$ cat src/rtl/if_fetch_stage_if.sv
// Handshake and bus signals between the instruction-fetch stage and its environment
// (hazard unit, branch/jump resolution, instruction memory, IF/ID consumer).
interface if_fetch_stage_if;
  logic        PCWrite_Disable;
  logic        IF_ID_Write_Disable;
  logic        IF_ID_Flush;
  logic        BranchGate;
  logic [31:0] BranchTarget;
  logic        Jump;
  logic [31:0] JumpTarget;
  logic [31:0] IMem_Data;
  logic        IMem_Ready;
  logic [31:0] IMem_Addr;
  logic [31:0] PC;
  logic [31:0] IF_ID_Instruction;
  logic [31:0] IF_ID_PCPlus4;
  logic        IF_ID_Valid;
  logic [15:0] Stall_Count;
  logic [15:0] Flush_Count;

  modport master (
    output PCWrite_Disable, IF_ID_Write_Disable, IF_ID_Flush,
    output BranchGate, BranchTarget, Jump, JumpTarget,
    output IMem_Data, IMem_Ready,
    input  IMem_Addr, PC, IF_ID_Instruction, IF_ID_PCPlus4, IF_ID_Valid,
    input  Stall_Count, Flush_Count
  );

  modport slave (
    input  PCWrite_Disable, IF_ID_Write_Disable, IF_ID_Flush,
    input  BranchGate, BranchTarget, Jump, JumpTarget,
    input  IMem_Data, IMem_Ready,
    output IMem_Addr, PC, IF_ID_Instruction, IF_ID_PCPlus4, IF_ID_Valid,
    output Stall_Count, Flush_Count
  );
endinterface

$ cat src/rtl/if_fetch_stage.sv
// Instruction-fetch stage: PC sequencing with branch/jump redirect, the IF/ID
// pipeline register with stall/flush handling, and saturating stall/flush counters.
module if_fetch_stage #(
  parameter logic [31:0] RESET_PC = 32'h0000_0000
) (
  input logic           Clk,
  input logic           Rst,
  if_fetch_stage_if.slave bus
);

  logic [31:0] pc_r;
  logic [31:0] ifid_instr_r;
  logic [31:0] ifid_pc4_r;
  logic        ifid_valid_r;
  logic [15:0] stall_cnt_r;
  logic [15:0] flush_cnt_r;

  logic        redirect_s;
  logic        squash_s;
  logic        stall_s;
  logic [31:0] target_s;
  logic [31:0] pc_plus4_s;
  logic [31:0] pc_nxt_s;
  logic [31:0] instr_nxt_s;
  logic [31:0] pc4_nxt_s;
  logic        valid_nxt_s;

  function automatic logic [15:0] sat_inc(input logic [15:0] v);
    return (v == 16'hFFFF) ? v : (v + 16'd1);
  endfunction

  // Next-state selection for PC and IF/ID; reset is applied in the register block.
  always_comb begin
    redirect_s  = bus.BranchGate | bus.Jump;
    squash_s    = redirect_s | bus.IF_ID_Flush;
    stall_s     = ~squash_s & (bus.IF_ID_Write_Disable | ~bus.IMem_Ready);
    target_s    = bus.BranchGate ? {bus.BranchTarget[31:2], 2'b00}
                                 : {bus.JumpTarget[31:2], 2'b00};
    pc_plus4_s  = pc_r + 32'd4;
    pc_nxt_s    = pc_r;
    instr_nxt_s = 32'h0000_0000;
    pc4_nxt_s   = 32'h0000_0000;
    valid_nxt_s = 1'b0;

    if (redirect_s) begin
      pc_nxt_s = target_s;
    end else if (bus.PCWrite_Disable || !bus.IMem_Ready) begin
      pc_nxt_s = pc_r;
    end else begin
      pc_nxt_s = pc_plus4_s;
    end

    // A hold keeps whatever IF/ID has; anything else that is not a load becomes a bubble.
    if (squash_s) begin
      instr_nxt_s = 32'h0000_0000;
      pc4_nxt_s   = 32'h0000_0000;
      valid_nxt_s = 1'b0;
    end else if (bus.IF_ID_Write_Disable) begin
      instr_nxt_s = ifid_instr_r;
      pc4_nxt_s   = ifid_pc4_r;
      valid_nxt_s = ifid_valid_r;
    end else if (bus.IMem_Ready && !bus.PCWrite_Disable) begin
      instr_nxt_s = bus.IMem_Data;
      pc4_nxt_s   = pc_plus4_s;
      valid_nxt_s = 1'b1;
    end else begin
      instr_nxt_s = 32'h0000_0000;
      pc4_nxt_s   = 32'h0000_0000;
      valid_nxt_s = 1'b0;
    end
  end

  // State registers with synchronous reset.
  always_ff @(posedge Clk) begin
    if (Rst) begin
      pc_r         <= {RESET_PC[31:2], 2'b00};
      ifid_instr_r <= 32'h0000_0000;
      ifid_pc4_r   <= 32'h0000_0000;
      ifid_valid_r <= 1'b0;
      stall_cnt_r  <= 16'h0000;
      flush_cnt_r  <= 16'h0000;
    end else begin
      pc_r         <= pc_nxt_s;
      ifid_instr_r <= instr_nxt_s;
      ifid_pc4_r   <= pc4_nxt_s;
      ifid_valid_r <= valid_nxt_s;
      stall_cnt_r  <= stall_s  ? sat_inc(stall_cnt_r) : stall_cnt_r;
      flush_cnt_r  <= squash_s ? sat_inc(flush_cnt_r) : flush_cnt_r;
    end
  end

  assign bus.IMem_Addr         = pc_r;
  assign bus.PC                = pc_r;
  assign bus.IF_ID_Instruction = ifid_instr_r;
  assign bus.IF_ID_PCPlus4     = ifid_pc4_r;
  assign bus.IF_ID_Valid       = ifid_valid_r;
  assign bus.Stall_Count       = stall_cnt_r;
  assign bus.Flush_Count       = flush_cnt_r;

endmodule

$ cat src/flat_wrapper.sv
// flat-port wrapper written by rule: the top's interface ports become plain ports
module if_fetch_stage_flat 
#(
  parameter logic [31:0] RESET_PC = 32'h0000_0000
)
  (Clk, Rst, bus_PCWrite_Disable, bus_IF_ID_Write_Disable, bus_IF_ID_Flush, bus_BranchGate, bus_BranchTarget, bus_Jump, bus_JumpTarget, bus_IMem_Data, bus_IMem_Ready, bus_IMem_Addr, bus_PC, bus_IF_ID_Instruction, bus_IF_ID_PCPlus4, bus_IF_ID_Valid, bus_Stall_Count, bus_Flush_Count);
  if_fetch_stage_if bus_i ();
  input logic Clk;
  input logic Rst;
  input wire logic [$bits(bus_i.PCWrite_Disable)-1:0] bus_PCWrite_Disable;
  input wire logic [$bits(bus_i.IF_ID_Write_Disable)-1:0] bus_IF_ID_Write_Disable;
  input wire logic [$bits(bus_i.IF_ID_Flush)-1:0] bus_IF_ID_Flush;
  input wire logic [$bits(bus_i.BranchGate)-1:0] bus_BranchGate;
  input wire logic [$bits(bus_i.BranchTarget)-1:0] bus_BranchTarget;
  input wire logic [$bits(bus_i.Jump)-1:0] bus_Jump;
  input wire logic [$bits(bus_i.JumpTarget)-1:0] bus_JumpTarget;
  input wire logic [$bits(bus_i.IMem_Data)-1:0] bus_IMem_Data;
  input wire logic [$bits(bus_i.IMem_Ready)-1:0] bus_IMem_Ready;
  output wire logic [$bits(bus_i.IMem_Addr)-1:0] bus_IMem_Addr;
  output wire logic [$bits(bus_i.PC)-1:0] bus_PC;
  output wire logic [$bits(bus_i.IF_ID_Instruction)-1:0] bus_IF_ID_Instruction;
  output wire logic [$bits(bus_i.IF_ID_PCPlus4)-1:0] bus_IF_ID_PCPlus4;
  output wire logic [$bits(bus_i.IF_ID_Valid)-1:0] bus_IF_ID_Valid;
  output wire logic [$bits(bus_i.Stall_Count)-1:0] bus_Stall_Count;
  output wire logic [$bits(bus_i.Flush_Count)-1:0] bus_Flush_Count;
  assign bus_i.PCWrite_Disable = bus_PCWrite_Disable;
  assign bus_i.IF_ID_Write_Disable = bus_IF_ID_Write_Disable;
  assign bus_i.IF_ID_Flush = bus_IF_ID_Flush;
  assign bus_i.BranchGate = bus_BranchGate;
  assign bus_i.BranchTarget = bus_BranchTarget;
  assign bus_i.Jump = bus_Jump;
  assign bus_i.JumpTarget = bus_JumpTarget;
  assign bus_i.IMem_Data = bus_IMem_Data;
  assign bus_i.IMem_Ready = bus_IMem_Ready;
  assign bus_IMem_Addr = bus_i.IMem_Addr;
  assign bus_PC = bus_i.PC;
  assign bus_IF_ID_Instruction = bus_i.IF_ID_Instruction;
  assign bus_IF_ID_PCPlus4 = bus_i.IF_ID_PCPlus4;
  assign bus_IF_ID_Valid = bus_i.IF_ID_Valid;
  assign bus_Stall_Count = bus_i.Stall_Count;
  assign bus_Flush_Count = bus_i.Flush_Count;
  if_fetch_stage #(.RESET_PC(RESET_PC)) u_core (.Clk(Clk), .Rst(Rst), .bus(bus_i));
endmodule
$ cat config.mk
export PLATFORM = sky130hd
export DESIGN_NAME = if_fetch_stage_flat
export DESIGN_NICKNAME = d
export VERILOG_FILES = /design/src/rtl/if_fetch_stage_if.sv /design/src/rtl/if_fetch_stage.sv /design/src/flat_wrapper.sv
export SDC_FILE = /design/constraint.sdc
export NUM_CORES = 1
export LEC_CHECK = 0
export BUFFER_PORTS_ARGS = -buffer_cell sky130_fd_sc_hd__buf_2
export CAP_MARGIN = 5
export CORE_ASPECT_RATIO = 0.75
export CORE_MARGIN = 3
export CORE_UTILIZATION = 35
export DETAILED_ROUTE_END_ITERATION = 8
export GPL_TIMING_DRIVEN = 0
export HOLD_SLACK_MARGIN = 0.08
export MAX_ROUTING_LAYER = met4
export PLACE_DENSITY_LB_ADDON = 0.12
export SETUP_SLACK_MARGIN = 0.3
export SYNTH_ARGS = -nofsm -noshare
export SYNTH_HDL_FRONTEND = slang
export SYNTH_SLANG_ARGS = --single-unit
$ cat constraint.sdc
create_clock -name Clk -period 2.74 [get_ports Clk]
set_input_delay 0.548 -clock Clk [delete_from_list [all_inputs] [get_ports Clk]]
set_output_delay 0.548 -clock Clk [all_outputs]
set_load 0.05 [all_outputs]
After elaboration in Yosys (flattened, before gate mapping)

Index checks and enable logic that the tools add are counted.

Flip-flop bits (word level): 129
Bits in latches: 0
RAM bits: 0
ROM bits: 0
Bits of input ports: 104
Output and inout port bits: 161
Word-level logic and storage cells: 33
Memories: 0

$add $sub $neg: 3
Multiply operators: 0
Div/mod/pow operators: 0
Magnitude comparators: 0
Equality and inequality tests: 3
Shifts and indexed selects: 0
Multiplexer cells: 6
Bitwise logic cells: 8
Reduce and logical (&&, ||, !) cells: 7

Operators by type and width:

| cell                  | number |
|---|---|
| $mux 32               | 5 |
| $add 16x1->16 const B | 2 |
| $add 32x3->32 const B | 1 |
| $eq 16x16->1 const B  | 2 |
| $not 1->1             | 4 |
| $reduce_and 2->1      | 2 |
| $or 1x1->1            | 3 |
| $logic_not 1->1       | 2 |
| $ne 2x1->1 const B    | 1 |
| $reduce_or 2->1       | 1 |
| $and 1x1->1           | 1 |
| $logic_and 1x1->1     | 1 |
| $logic_or 1x1->1      | 1 |
| $mux 1                | 1 |

Longest topological paths before layout

Word-level depth: 5
Gate-level depth with buffers: 8
Gate-level depth less buffers: 6

Least setup slack after synthesis

No wires, ideal clock.

Path kind: register to register
Start point: reg u_core.pc_r[2], in the netlist u_core.bus.IMem_Addr[2]
End point: reg u_core.pc_r[22], in the netlist u_core.bus.IMem_Addr[22]
Arrival time: 2.303 ns
Data required time: 2.666 ns
Path slack: 0.362 ns
Stages on the path, launching flop included: 7
Path buffers: 0
Clock period less this slack: 2.378 ns
Path through: dfxtp_1 -> ha_1 -> nand4_1 -> nor3_1 -> nand4_1 -> or4b_1 -> a31oi_1

Longest elaborated chain between the ends: 3

Ends and longest elaborated chain:

| what                     | line                 | text |
|---|---|---|
| start: declaration       | if_fetch_stage.sv:11 | `logic [31:0] pc_r;` |
| start signal: assignment | if_fetch_stage.sv:76 | `pc_r <= {RESET_PC[31:2], 2'b00};` |
| start signal: assignment | if_fetch_stage.sv:83 | `pc_r <= pc_nxt_s;` |
| $add 32x3->32            | if_fetch_stage.sv:39 | `pc_plus4_s = pc_r + 32'd4;` |
| $mux 32                  | if_fetch_stage.sv:47 | `end else if (bus.PCWrite_Disable \|\| !bus.IMem_Ready) begin` |
| $mux 32                  | if_fetch_stage.sv:45 | `if (redirect_s) begin` |

Every way passes these cells. The select of a mux whose other input is x is not followed.
A chain may end at the register's enable or synchronous reset.

Worst setup path after layout

Start point: reg u_core.pc_r[14], in the netlist u_core.bus.IMem_Addr[14]
End point: reg u_core.pc_r[22], in the netlist u_core.bus.IMem_Addr[22]

The elaborated chain is that of the path after synthesis.

==> impl_metrics.env <==
export IMPL_htree_levels=4
export IMPL_drt_pass1_iter_count=5
export IMPL_endpoint_kind="flip-flop"
export IMPL_io_pins=265
export IMPL_path_cells="buf_1, nand3_1, nor2_1, nand4_1, or4b_1, a31oi_1"
export IMPL_cts_sinks=125
export IMPL_io_buffers=251
export IMPL_ys_warn_count=0
export IMPL_status="complete, no violations"
export IMPL_clk_path_buf_depth=2
export IMPL_critPathCapture="u_core.bus.IMem_Addr[22]"
export IMPL_grt_ovfl_total=0
export IMPL_tritoncts="done"
export IMPL_postCtsHoldBufs=0
export IMPL_slew_limit_headroom_pct=43.9
export IMPL_avgSynthCellArea_sq_um=7.85
export IMPL_fin_util_pct=48.9
export IMPL_ys_seq_elements=125
export IMPL_antenna_found_initial=6
export IMPL_r2r_start="u_core.bus.IMem_Addr[14]"
export IMPL_slew_viol_final=0
export IMPL_path_class="flip-flop to flip-flop"
export IMPL_startpoint_type="flip-flop"
export IMPL_postSynth_asyncResetShare_pct=0
export IMPL_required_ns=3.08
export IMPL_p_per_area_nw_per_um2=587
export IMPL_synthTopCellsByArea="dfxtp_1 39%, nor2_1 6.7%, a21oi_1 4.8%, xor2_1 4.2%, buf_4 4.2%"
export IMPL_cp_arrival_ns=2.70
export IMPL_via_per_inst=5.06
export IMPL_layout_drive_gt1_share_pct=31.2
export IMPL_syn_area_sq_um=6440
export IMPL_grt_pass1_vias=6214
export IMPL_rsz0062_at_grt="yes"
export IMPL_worst_path_max_delay_cell="or4b_1"
export IMPL_place_ws_ns=-0.337
export IMPL_start_util_pct=36.1
export IMPL_num_vias=6893
export IMPL_grt_max_degree=17
export IMPL_reg2regPathDepth=6
export IMPL_avgRoutedWirePerCell_um=17.0
export IMPL_syn_to_final_growth_pct=35.2
export IMPL_core_sq_um=17800
export IMPL_drc=0
export IMPL_track_usage_pct=22.9
export IMPL_synth_cell_type_count=52
export IMPL_max_freq_mhz=424
export IMPL_dp_hpwl_um=17700
export IMPL_setup_violations=0
export IMPL_p_leak_uw=0.00388
export IMPL_numCtsBuffers=17
export IMPL_clk_latency_ns=0.42
export IMPL_wirelength_um=23200
export IMPL_root_buffer="clkbuf_16"
export IMPL_period_share_pct=86.1
export IMPL_fin_skew_ns=0.00708
export IMPL_die_h_um=123
export IMPL_row_count=42
export IMPL_yosysMostFrequentCell="dfxtp_1"
export IMPL_grt_pass1_wl_um=34500
export IMPL_synth_edff_count=0
export IMPL_hold_viol=0
export IMPL_die_area_sq_um=20100
export IMPL_gp_congestion=0.850
export IMPL_r2r_slack_ns=0.38
export IMPL_synth_cells=820
export IMPL_ys_seq_area_share_pct=38.9
export IMPL_fp_dieW_um=163
export IMPL_fin_ws_ns=0.381
export IMPL_fin_crit_ns=2.36
export IMPL_worst_path_max_fanout=9
export IMPL_max_slew_worst_pin_slew_ns=0.838
export IMPL_clkTransAtPathRegs_ns=0.06
export IMPL_synth_common_cells="125 x dfxtp_1, 115 x nor2_1, 62 x a21oi_1"
export IMPL_critPathLaunch="u_core.bus.IMem_Addr[14]"
export IMPL_yosys_most_used_dff="dfxtp_1"
export IMPL_ir_drop_mv=0.338
export IMPL_r2r_end="u_core.bus.IMem_Addr[22]"
export IMPL_ant_nets=0
export IMPL_synth_top_area_share_pct=38.9
export IMPL_layout_nets=1208
export IMPL_crit_path_max_incr_delay_ns=0.51
export IMPL_drt_iter0_markers=465
export IMPL_yosysTopAreaCell="dfxtp_1"
export IMPL_max_cap_violations=0
export IMPL_hp_class="primary input to flip-flop"
metal layers:
layer / vias to the layer above / wire [um] / global-route usage [%]
li1: 3446 / - / -
met1: 3136 / 10600 / 31.1
met5: - / 0 / -
met3: 19 / 2210 / 6.36
met2: 292 / 10100 / 33.5
met4: 0 / 250 / 6.13
layout make-up:
type                            count  area, sq um
Antenna cell                        6         15.0
Sequential cell                   125         2500
Fill cell                        1821         9110
Inverter                           15         56.3
Clock inverter                     13          140
Buffer                             92          498
Timing Repair Buffer              257         1300
Clock buffer                       19          453
Multi-Input combinational cell    593         3440
Tap cell                          242          303
sequential cells by signal (all words and copies together), names as in the netlist:
signal	cells
u_core.bus.Flush_Count	16
u_core.bus.IF_ID_Instruction	32
u_core.bus.Stall_Count	16
u_core.bus.IF_ID_PCPlus4	30
u_core.bus.IMem_Addr	30
u_core.bus.IF_ID_Valid	1
placed cells by master, fill, tap and decap left out, types with 31 or more instances in the layout:
master,n
a21oi_1,62
and3_1,37
buf_2,256
buf_4,42
clkbuf_1,46
dfxtp_1,123
nand2_1,59
nor2_1,115
o21ai_0,41
xor2_1,31
where the power goes:
part	switching, uW	leakage (uW)	internal (uW)
logic	620	0.00258	283
registers	78.3	0.00102	1870
clock network	879	0.000281	1390
cell families (layout without fill, tap and decap cells):
logic type                 count (synthesis)  count (layout)  share of synthesized area (%)
xor gates and xnor gates                  57              57                           7.75
other                                      1              12                         0.0582
buffers and inverters                    107             396                           8.55
and+or+nand+nor                          343             343                           26.3
muxes                                     10              10                           1.55
AOI/OAI and AO/OA                        174             174                           16.3
DFF                                      125             125                           38.9
adders and majority gates                  3               3                          0.583
timing repair:
item	CTS	global route
endpoints found under the setup margin	22	24
endpoints found under the hold margin	0	0
pin swaps	1	3
gates resized for setup	1	14
setup buffers	1	5
worst min-delay path by stage:
| stage | slack [ns] | endpoint | startpoint | cells after the start |
|---|---|---|---|---|
| after detailed placement | 0.44 | u_core.bus.IF_ID_PCPlus4[16] | u_core.bus.IF_ID_PCPlus4[16] | 2 |
| after global placement | 0.43 | u_core.bus.IF_ID_PCPlus4[20] | u_core.bus.IF_ID_PCPlus4[20] | 2 |
| after floorplan | 0.67 | u_core.bus.IF_ID_PCPlus4[14] | u_core.bus.IF_ID_PCPlus4[14] | 2 |
| final | 0.37 | u_core.bus.IMem_Addr[2] | bus_BranchTarget[2] | 3 |
| after global routing | 0.39 | u_core.bus.IMem_Addr[2] | bus_BranchTarget[2] | 3 |
| after CTS | 0.36 | u_core.bus.IMem_Addr[2] | bus_BranchTarget[2] | 3 |
per-stage QoR:
stage	instances	TNS [ns]	cell area, sq um	total power, uW	hold WS (ns)
finish	1362	0	8710	5110	0.366
global placement	1318	-5.87	8020	2880	0.432
CTS	1351	0	8620	5140	0.355
floorplan	825	0	6460	2610	0.669
detailed placement	1318	-6.39	8020	2880	0.439
global route	1362	0	8710	5300	0.392
critical path: cells and delay by family (launching register included):
family | cells | cell delay [ns]
AOI/OAI and AO/OA | 1 | 0.16
buffers and inverters | 1 | 0.39
and+or+nand+nor | 4 | 1.36
DFF | 1 | 0.36
No activity file was read; power rests on OpenSTA's default activity.
